[src/rtl/sc_statemachine_player_if.sv]
// -----------------------------------------------------------------------------
// sc_statemachine_player_if
// Purpose : Groups the player sequencer's button, bus and command signals.
//           The master side is the board environment (debounced buttons,
//           player register, obstacle row); the slave side is the sequencer.
// Signals :
//   left_InLow            left button, debounced, active-low
//   right_InLow           right button, debounced, active-low
//   start_InLow           start/restart button, debounced, active-low
//   position_InBUS        current player register contents (one-hot)
//   obstacle_InBUS        obstacle row at the player's row
//   clear_OutLow          player register clear (0 = load init position)
//   shiftselection_OutBUS 01 = shift toward MSB, 10 = shift toward LSB, 00 = hold
//   gameover_OutHigh      1 while the game is lost
// -----------------------------------------------------------------------------
interface sc_statemachine_player_if #(
   parameter int DATAWIDTH = 8
);
   logic                 left_InLow;
   logic                 right_InLow;
   logic                 start_InLow;
   logic [DATAWIDTH-1:0] position_InBUS;
   logic [DATAWIDTH-1:0] obstacle_InBUS;
   logic                 clear_OutLow;
   logic [1:0]           shiftselection_OutBUS;
   logic                 gameover_OutHigh;

   modport master (
      output left_InLow, right_InLow, start_InLow, position_InBUS, obstacle_InBUS,
      input  clear_OutLow, shiftselection_OutBUS, gameover_OutHigh
   );

   modport slave (
      input  left_InLow, right_InLow, start_InLow, position_InBUS, obstacle_InBUS,
      output clear_OutLow, shiftselection_OutBUS, gameover_OutHigh
   );
endinterface

[src/rtl/sc_statemachine_player.sv]
// -----------------------------------------------------------------------------
// sc_statemachine_player
// Purpose : Sequencer for the one-hot player-position shift register. Turns the
//           left/right buttons into single-cycle shift commands with
//           auto-repeat, blocks moves at the edges (no wrap-around) and
//           detects collision with the obstacle row.
// Ports   :
//   SC_STATEMACHINE_PLAYER_CLOCK_50    system clock, rising edge
//   SC_STATEMACHINE_PLAYER_RESET_InLow synchronous reset, active-low
//   SC_STATEMACHINE_PLAYER_bus         slave side of sc_statemachine_player_if
//                                      (buttons, position/obstacle in;
//                                       clear/shiftselection/gameover out)
// Outputs are Moore, decoded from the state register only.
// -----------------------------------------------------------------------------
module sc_statemachine_player #(
   parameter int DATAWIDTH    = 8,
   parameter int REPEAT_TICKS = 12500000
) (
   input  logic                    SC_STATEMACHINE_PLAYER_CLOCK_50,
   input  logic                    SC_STATEMACHINE_PLAYER_RESET_InLow,
   sc_statemachine_player_if.slave SC_STATEMACHINE_PLAYER_bus
);

   localparam int               CNT_W    = (REPEAT_TICKS > 1) ? $clog2(REPEAT_TICKS) : 1;
   localparam logic [CNT_W-1:0] CNT_LAST = CNT_W'(REPEAT_TICKS - 1);

   typedef enum logic [2:0] {
      ST_INIT    = 3'd0,
      ST_IDLE    = 3'd1,
      ST_SHIFT_L = 3'd2,
      ST_SHIFT_R = 3'd3,
      ST_HOLD    = 3'd4,
      ST_LOST    = 3'd5
   } state_t;

   state_t           state_q;
   state_t           state_d;
   logic [CNT_W-1:0] hold_cnt_q;
   logic             collision;
   logic             left_ok;
   logic             right_ok;

   assign collision = |(SC_STATEMACHINE_PLAYER_bus.position_InBUS &
                        SC_STATEMACHINE_PLAYER_bus.obstacle_InBUS);

   // Exactly one button pressed and the player not already at that edge.
   assign left_ok  = !SC_STATEMACHINE_PLAYER_bus.left_InLow &&
                      SC_STATEMACHINE_PLAYER_bus.right_InLow &&
                     !SC_STATEMACHINE_PLAYER_bus.position_InBUS[DATAWIDTH-1];
   assign right_ok = !SC_STATEMACHINE_PLAYER_bus.right_InLow &&
                      SC_STATEMACHINE_PLAYER_bus.left_InLow &&
                     !SC_STATEMACHINE_PLAYER_bus.position_InBUS[0];

   // NOTE: the reset is sampled inside the clocked block (synchronous), and all
   // state is updated with non-blocking assignments so every register sees the
   // pre-edge values of the others.
   always_ff @(posedge SC_STATEMACHINE_PLAYER_CLOCK_50) begin
      if (!SC_STATEMACHINE_PLAYER_RESET_InLow) begin
         state_q    <= ST_INIT;
         hold_cnt_q <= '0;
      end else begin
         state_q <= state_d;
         // Counter is 0 in the first HOLD cycle and counts up while in HOLD.
         if (state_q == ST_HOLD) begin
            hold_cnt_q <= hold_cnt_q + CNT_W'(1);
         end else begin
            hold_cnt_q <= '0;
         end
      end
   end

   // NOTE: state_d gets its default before the case so every path assigns it
   // and no latch is inferred.
   always_comb begin
      state_d = state_q;
      case (state_q)
         ST_INIT: state_d = ST_IDLE;
         ST_IDLE: begin
            if (collision) begin
               state_d = ST_LOST;
            end else if (left_ok) begin
               state_d = ST_SHIFT_L;
            end else if (right_ok) begin
               state_d = ST_SHIFT_R;
            end
         end
         // Collision is not checked here: the player register is mid-update.
         ST_SHIFT_L: state_d = ST_HOLD;
         ST_SHIFT_R: state_d = ST_HOLD;
         ST_HOLD: begin
            if (collision) begin
               state_d = ST_LOST;
            end else if (SC_STATEMACHINE_PLAYER_bus.left_InLow &&
                         SC_STATEMACHINE_PLAYER_bus.right_InLow) begin
               state_d = ST_IDLE;
            end else if (hold_cnt_q == CNT_LAST) begin
               // Back to IDLE, which re-evaluates: a held button repeats.
               state_d = ST_IDLE;
            end
         end
         ST_LOST: begin
            if (!SC_STATEMACHINE_PLAYER_bus.start_InLow) begin
               state_d = ST_INIT;
            end
         end
         default: state_d = ST_INIT;
      endcase
   end

   // Moore output decode.
   always_comb begin
      SC_STATEMACHINE_PLAYER_bus.clear_OutLow          = 1'b1;
      SC_STATEMACHINE_PLAYER_bus.shiftselection_OutBUS = 2'b00;
      SC_STATEMACHINE_PLAYER_bus.gameover_OutHigh      = 1'b0;
      case (state_q)
         ST_INIT:    SC_STATEMACHINE_PLAYER_bus.clear_OutLow          = 1'b0;
         ST_SHIFT_L: SC_STATEMACHINE_PLAYER_bus.shiftselection_OutBUS = 2'b01;
         ST_SHIFT_R: SC_STATEMACHINE_PLAYER_bus.shiftselection_OutBUS = 2'b10;
         ST_LOST:    SC_STATEMACHINE_PLAYER_bus.gameover_OutHigh      = 1'b1;
         default:    ;
      endcase
   end

endmodule

[src/flat_wrapper.sv]
// flat-port wrapper written by rule: the top's interface ports become plain ports
module sc_statemachine_player_flat 
#(
   parameter int DATAWIDTH    = 8,
   parameter int REPEAT_TICKS = 12500000
)
  (SC_STATEMACHINE_PLAYER_CLOCK_50, SC_STATEMACHINE_PLAYER_RESET_InLow, SC_STATEMACHINE_PLAYER_bus_left_InLow, SC_STATEMACHINE_PLAYER_bus_right_InLow, SC_STATEMACHINE_PLAYER_bus_start_InLow, SC_STATEMACHINE_PLAYER_bus_position_InBUS, SC_STATEMACHINE_PLAYER_bus_obstacle_InBUS, SC_STATEMACHINE_PLAYER_bus_clear_OutLow, SC_STATEMACHINE_PLAYER_bus_shiftselection_OutBUS, SC_STATEMACHINE_PLAYER_bus_gameover_OutHigh);
  sc_statemachine_player_if #(.DATAWIDTH(DATAWIDTH)) SC_STATEMACHINE_PLAYER_bus_i ();
  input  logic SC_STATEMACHINE_PLAYER_CLOCK_50;
  input  logic SC_STATEMACHINE_PLAYER_RESET_InLow;
  input wire logic [$bits(SC_STATEMACHINE_PLAYER_bus_i.left_InLow)-1:0] SC_STATEMACHINE_PLAYER_bus_left_InLow;
  input wire logic [$bits(SC_STATEMACHINE_PLAYER_bus_i.right_InLow)-1:0] SC_STATEMACHINE_PLAYER_bus_right_InLow;
  input wire logic [$bits(SC_STATEMACHINE_PLAYER_bus_i.start_InLow)-1:0] SC_STATEMACHINE_PLAYER_bus_start_InLow;
  input wire logic [$bits(SC_STATEMACHINE_PLAYER_bus_i.position_InBUS)-1:0] SC_STATEMACHINE_PLAYER_bus_position_InBUS;
  input wire logic [$bits(SC_STATEMACHINE_PLAYER_bus_i.obstacle_InBUS)-1:0] SC_STATEMACHINE_PLAYER_bus_obstacle_InBUS;
  output wire logic [$bits(SC_STATEMACHINE_PLAYER_bus_i.clear_OutLow)-1:0] SC_STATEMACHINE_PLAYER_bus_clear_OutLow;
  output wire logic [$bits(SC_STATEMACHINE_PLAYER_bus_i.shiftselection_OutBUS)-1:0] SC_STATEMACHINE_PLAYER_bus_shiftselection_OutBUS;
  output wire logic [$bits(SC_STATEMACHINE_PLAYER_bus_i.gameover_OutHigh)-1:0] SC_STATEMACHINE_PLAYER_bus_gameover_OutHigh;
  assign SC_STATEMACHINE_PLAYER_bus_i.left_InLow = SC_STATEMACHINE_PLAYER_bus_left_InLow;
  assign SC_STATEMACHINE_PLAYER_bus_i.right_InLow = SC_STATEMACHINE_PLAYER_bus_right_InLow;
  assign SC_STATEMACHINE_PLAYER_bus_i.start_InLow = SC_STATEMACHINE_PLAYER_bus_start_InLow;
  assign SC_STATEMACHINE_PLAYER_bus_i.position_InBUS = SC_STATEMACHINE_PLAYER_bus_position_InBUS;
  assign SC_STATEMACHINE_PLAYER_bus_i.obstacle_InBUS = SC_STATEMACHINE_PLAYER_bus_obstacle_InBUS;
  assign SC_STATEMACHINE_PLAYER_bus_clear_OutLow = SC_STATEMACHINE_PLAYER_bus_i.clear_OutLow;
  assign SC_STATEMACHINE_PLAYER_bus_shiftselection_OutBUS = SC_STATEMACHINE_PLAYER_bus_i.shiftselection_OutBUS;
  assign SC_STATEMACHINE_PLAYER_bus_gameover_OutHigh = SC_STATEMACHINE_PLAYER_bus_i.gameover_OutHigh;
  sc_statemachine_player #(.DATAWIDTH(DATAWIDTH), .REPEAT_TICKS(REPEAT_TICKS)) u_core (.SC_STATEMACHINE_PLAYER_CLOCK_50(SC_STATEMACHINE_PLAYER_CLOCK_50), .SC_STATEMACHINE_PLAYER_RESET_InLow(SC_STATEMACHINE_PLAYER_RESET_InLow), .SC_STATEMACHINE_PLAYER_bus(SC_STATEMACHINE_PLAYER_bus_i));
endmodule
[config.mk]
export PLATFORM = sky130hd
export DESIGN_NAME = sc_statemachine_player_flat
export DESIGN_NICKNAME = d
export VERILOG_FILES = /design/src/rtl/sc_statemachine_player_if.sv /design/src/rtl/sc_statemachine_player.sv /design/src/flat_wrapper.sv
export SDC_FILE = /design/constraint.sdc
export NUM_CORES = 1
export LEC_CHECK = 0
export CORE_MARGIN = 2
export CORE_UTILIZATION = 55
export DETAILED_ROUTE_END_ITERATION = 8
export PLACE_DENSITY = 0.88
export SETUP_SLACK_MARGIN = 0.1
export SYNTH_ARGS = -nofsm -noshare
export SYNTH_HDL_FRONTEND = slang
export SYNTH_SLANG_ARGS = --single-unit
[constraint.sdc]
create_clock -name SC_STATEMACHINE_PLAYER_CLOCK_50 -period 3.43 [get_ports SC_STATEMACHINE_PLAYER_CLOCK_50]
set_input_delay 0.686 -clock SC_STATEMACHINE_PLAYER_CLOCK_50 [delete_from_list [all_inputs] [get_ports SC_STATEMACHINE_PLAYER_CLOCK_50]]
set_output_delay 0.686 -clock SC_STATEMACHINE_PLAYER_CLOCK_50 [all_outputs]
set_load 0.01 [all_outputs]
Yosys cells after proc, flatten, opt, wreduce, memory -nomap -nowiden:

Index checks and enable logic that the tools add are counted.

* add/sub/neg operators: 1
* eq/ne operators: 9
* mux-type cells: 11
* bitwise logic cells: 1
* reduce and logical (&&, ||, !) cells: 14

Operators with widths (number)
* 24-bit by 1-bit adder with 24-bit output (second input constant): 1
* 24-bit == test (second input constant): 1
* 3-bit 2-to-1 mux: 7
* 3-bit one-hot mux with 5 select lines: 1
* 8-bit AND: 1
* 8-bit OR reduction: 1
* 3-bit by 2-bit == test with 1-bit output (second input constant): 2
* 3-bit == test (second input constant): 2
* 1-bit logical AND: 5
* 1-bit logical NOT: 4
* 4-bit by 1-bit inequality test with 1-bit output (second input constant): 1
* 4-bit by 3-bit inequality test with 1-bit output (second input constant): 1
* 2-bit one-hot mux with 2 select lines: 1
* 3-bit by 1-bit == test with 1-bit output (second input constant): 1
* 3-bit logical NOT: 1
* 3-bit AND reduction: 1
* 1-bit 2-to-1 mux: 2
* 2-bit inequality test (second input constant): 1
* 2-bit AND reduction: 1
* 2-bit OR reduction: 1

* bits in registers: 27
* output and inout port bits: 4
* word-level logic and storage cells: 38

Depth between registers and ports, before layout:

* depth in word-level cells: 7
* depth in mapped cells: 6
* depth with buffers taken out: 5

Worst setup path after synthesis:

OpenSTA, ideal clock, no wires.

* path kind: register to register
* start point: register u_core.hold_cnt_q[7]
* end point: register u_core.hold_cnt_q[21]
* arrival: 1.851 ns
* required time: 3.360 ns
* setup slack: 1.509 ns
* cell stages (with the launch flop): 6
* clock period less this slack: 1.921 ns
* cell sequence: dfxtp_1 nand4_2 or4_1 buf_2 or4_1 a21oi_1

* word-level cells in the longest chain between the ends: 1

RTL lines
* start, declared: line sc_statemachine_player.sv:38 `logic [CNT_W-1:0] hold_cnt_q;`
* start signal, assigned: line sc_statemachine_player.sv:65 `hold_cnt_q <= hold_cnt_q + CNT_W'(1);`
* 24-bit by 1-bit adder with 24-bit output: line sc_statemachine_player.sv:65

No other way between the ends.
A chain may end at the register's enable or synchronous reset.

Worst setup path in the final report:

* start point: register u_core.state_q[1]
* end point: output SC_STATEMACHINE_PLAYER_bus_shiftselection_OutBUS[0]

* word-level cells in the longest chain between the ends: 2
* elaborated cells between the ends (all ways): 3

RTL lines
* start, declared: line sc_statemachine_player.sv:36 `state_t state_q;`
* start signal, assigned: line sc_statemachine_player.sv:62 `state_q <= state_d;`
* 3-bit by 2-bit == test with 1-bit output: line sc_statemachine_player.sv:115 `case (state_q)`
* 2-bit one-hot mux with 2 select lines *: line sc_statemachine_player.sv:115
* end, declared: line flat_wrapper.sv:17 `output wire logic [$bits(SC_STATEMACHINE_PLAYER_bus_i.shiftselection_OutBUS)-1:0] SC_STATEMACHINE_PLAYER_bus_s ...`

Mark *: on every way between the ends. The rest lies on a longest branch, timed or not.

==> impl_results.md <==
* Worst r2r dst: u_core.hold_cnt_q[23]$_SDFF_PN0_
* Power density cells at 316 mW/mm²
* Crit path time final at 2420 ps
* Status: completed
* Final WL at 3280 µm
* Worst Skew at 6.97 ps
* Leak at 0.530 nW
* Cell variety after synth at 42
* Number of flops mapped to enable cells by yosys at 0
* Input/output buffers at 24
* Row cnt at 18
* Met3 Use GR at 6.83%
* Initial Utilization at 57.4%
* VDD IR max at 0.277 mV
* Number of inserted diodes at 0
* Placed cell areas at 0.00166 mm²
* Yosys top cell area share at 38.4%
* Synth Area in Compound Gates at 17.4%
* Net Count, Synth at 188
* Final Net Count at 211
* Adder-cell share of the synthesized area at 0.888%
* Total setup buffers inserted after CTS at 0
* Crit Path Class: flip-flop to primary output
* Clock-pin slew on the worst setup and hold paths at 130 ps
* Die width at 54.6 µm
* CP startpoint kind: flip-flop
* Dpl cells at 214
* Worst R2R Path Depth at 4
* Fin crit share at 70.5%
* Sequential fraction of the synthesis area at 38.4%
* Hold Path End: u_core.hold_cnt_q[0]$_SDFF_PN0_
* Number of synthesized register bits at 27
* Hold path startpoint: u_core.hold_cnt_q[0]$_SDFF_PN0_
* Area leader, netlist: dfxtp_1
* Critical Path AT at 1730 ps
* Final HPWL DP at 2520 µm
* Met2 GRT Util at 44.2%
* Num ports at 25
* Drt pass-1 iters at 4
* GRT Resource Usage Total at 24.6%
* Worst setup EP type: primary output
* Setup TNS at 0 ps
* R2R Path Start: u_core.hold_cnt_q[7]$_SDFF_PN0_
* Dominant synthesized flop cell: dfxtp_1
* First-pass GRT wire length at 5350 µm
* Worst Tran Pin Value at 675 ps
* GPL Wtd Cong at 0.785
* Met1 Usage GRT at 28.7%
* Max Cap Viol at 0
* Synth Area in XOR/XNOR at 6.84%
* Req. time, crit path at 2740 ps
* Hold_buf cts at 0
* Avg Inst Size Synth at 8.49 µm²
* Largest family of logic cells by synthesized area: simple AND/OR/NAND/NOR gates
* Maximum clock frequency at 413 MHz
* Top post-synthesis cells by area: dfxtp_1 38%, xnor2_1 4.4%, nor2_1 4.0%, a21oi_1 3.9%, nand2_1 3.5%
* Synth cell count leaders: 27 x dfxtp_1, 15 x nor2_1, 13 x nand2_1
* Via density at 6.04
* Fin. Hold Viols at 0
* Post-CTS Resized at 0
* Hold path depth at 1
* Final ANT Viol Nets at 0
* H-tree Lvls at 1
* Clock buffer depth at 2
* Final setup viols at 0
* Initial DRC count at 22
* Mux cell area share after synthesis at 0%
* Vias in the first global route at 1244
* Core Area at 0.00245 mm²
* Fraction of layout cells with a size suffix above 1 at 6.91%
* Root Buffer: clkbuf_4
* Drt drc at 0
* Post-Synth Simple-Gate Area at 34.0%
* Hold WS at 495 ps
* Fraction of registers with async set/reset at 0%
* CTS tree: built
* Die area at 0.00298 mm²
* Vias at 1316
* GRT busiest layer: met2
* CTS Buf Count at 3
* Synth Cell Area at 0.00141 mm²
* RSZ-0062 raised after global routing: no
* Final Max Slew Viols at 0
* R2r setup slk at 1260 ps
* Total Power at 0.000533 W
* P&R area growth vs syn at 20.0%
* DR WL/cell at 15.0 µm
* Max FO, Critical Path at 7
* Initial antenna violation count at 0
* Gr ovfl total at 0
* HP Class: flip-flop to flip-flop
* Clk sinks at 27
* Final instance area at 0.00169 mm²
* Yosys Warn Count at 0
* Most numerous cell in the Yosys netlist: dfxtp_1
* Die height at 54.6 µm
* Fin cells at 218
* Rel. slew slack at 54.4%
* Largest net degree at the start of global routing at 24
* Mapped Cells at 166
* Worst-Skew Late Latency at 330 ps
## power breakdown
group	switching, W	internal [W]	leakage, nW	total, W
sequential	0.00000698	0.000318	0.218	0.000325
combinational	0.0000285	0.0000416	0.295	0.0000702
clock	0.0000945	0.0000439	0.0177	0.000138
total	0.000130	0.000403	0.530	0.000533
## routing by layer
layer / part of all wire [%] / wire length, µm
met4: 0.95 / 31
met2: 50 / 1640
met3: 2.8 / 92
met1: 46 / 1510
met5: 0 / 0
## registers in the layout (all words and copies together) (netlist names)
name,count
u_core.hold_cnt_q,24
u_core.state_q,3
## metrics by stage
| step | utilization (%) | setup slack, ps |
|---|---|---|
| after detailed placement | 67.7 | 1030 |
| after CTS | 68.9 | 1010 |
| after global routing | 68.9 | 907 |
| after global placement | 67.7 | 1100 |
| after floorplan | - | 1510 |
| final | 68.9 | 1010 |
## critical path: stages, from the launching register on
cell	delay, ps
dfxtp_1	430
nor2b_1	270
nor2b_1	160
clkdlybuf4s50_1	540
## layout make-up
class,instances,area (µm²)
tap,30,37.5
sequential,27,541
clock buffer,3,22.5
multi-input combinational,130,833
fill,197,764
timing repair buffer,24,240
inverter,3,11.3
clock inverter,1,5.00
## kinds of logic (layout without fill, tap and decap cells)
kind of cell,after synthesis,count (layout)
xor gates and xnor gates,11,11
DFF,27,27
adders and majority gates,1,1
and+or+nand+nor,81,81
buffers and inverters,9,31
AOI/OAI and AO/OA,37,37
## placed cells by master, fill, tap and decap left out, drive strengths merged, types with 2 or more instances in the layout
cell / instances
dfxtp: 27
clkdlybuf4s50: 24
nor2: 15
nand2: 13
a21oi: 11
nand3: 8
xnor2: 7
or4: 6
o21ai: 6
nand4: 6
or3: 6
o31ai: 5
nor4: 4
xor2: 4
a22oi: 4
and4: 3
inv: 3
nor3: 3
clkbuf: 3
nor2b: 2
and2: 2
and3: 2
or3b: 2
a31oi: 2
a41o: 2
nor4b: 2
nor3b: 2
o21a: 2
## worst max-delay path by stage
stage / depth (start not counted) / slack (ps) / end / start
2_1_floorplan: 5 / 1510 / u_core.hold_cnt_q[21]$_SDFF_PN0_ / u_core.hold_cnt_q[7]$_SDFF_PN0_
3_3_place_gp: 5 / 1100 / u_core.state_q[2]$_SDFFE_PN0P_ / SC_STATEMACHINE_PLAYER_bus_position_InBUS[1]
3_5_place_dp: 5 / 1030 / u_core.state_q[2]$_SDFFE_PN0P_ / SC_STATEMACHINE_PLAYER_bus_position_InBUS[1]
4_1_cts: 3 / 1010 / SC_STATEMACHINE_PLAYER_bus_shiftselection_OutBUS[0] / u_core.state_q[1]$_SDFFE_PN0P_
5_1_grt: 3 / 910 / SC_STATEMACHINE_PLAYER_bus_shiftselection_OutBUS[1] / u_core.state_q[1]$_SDFFE_PN0P_
6_report: 3 / 1010 / SC_STATEMACHINE_PLAYER_bus_shiftselection_OutBUS[0] / u_core.state_q[1]$_SDFFE_PN0P_
(Power assumes the default switching activity.)
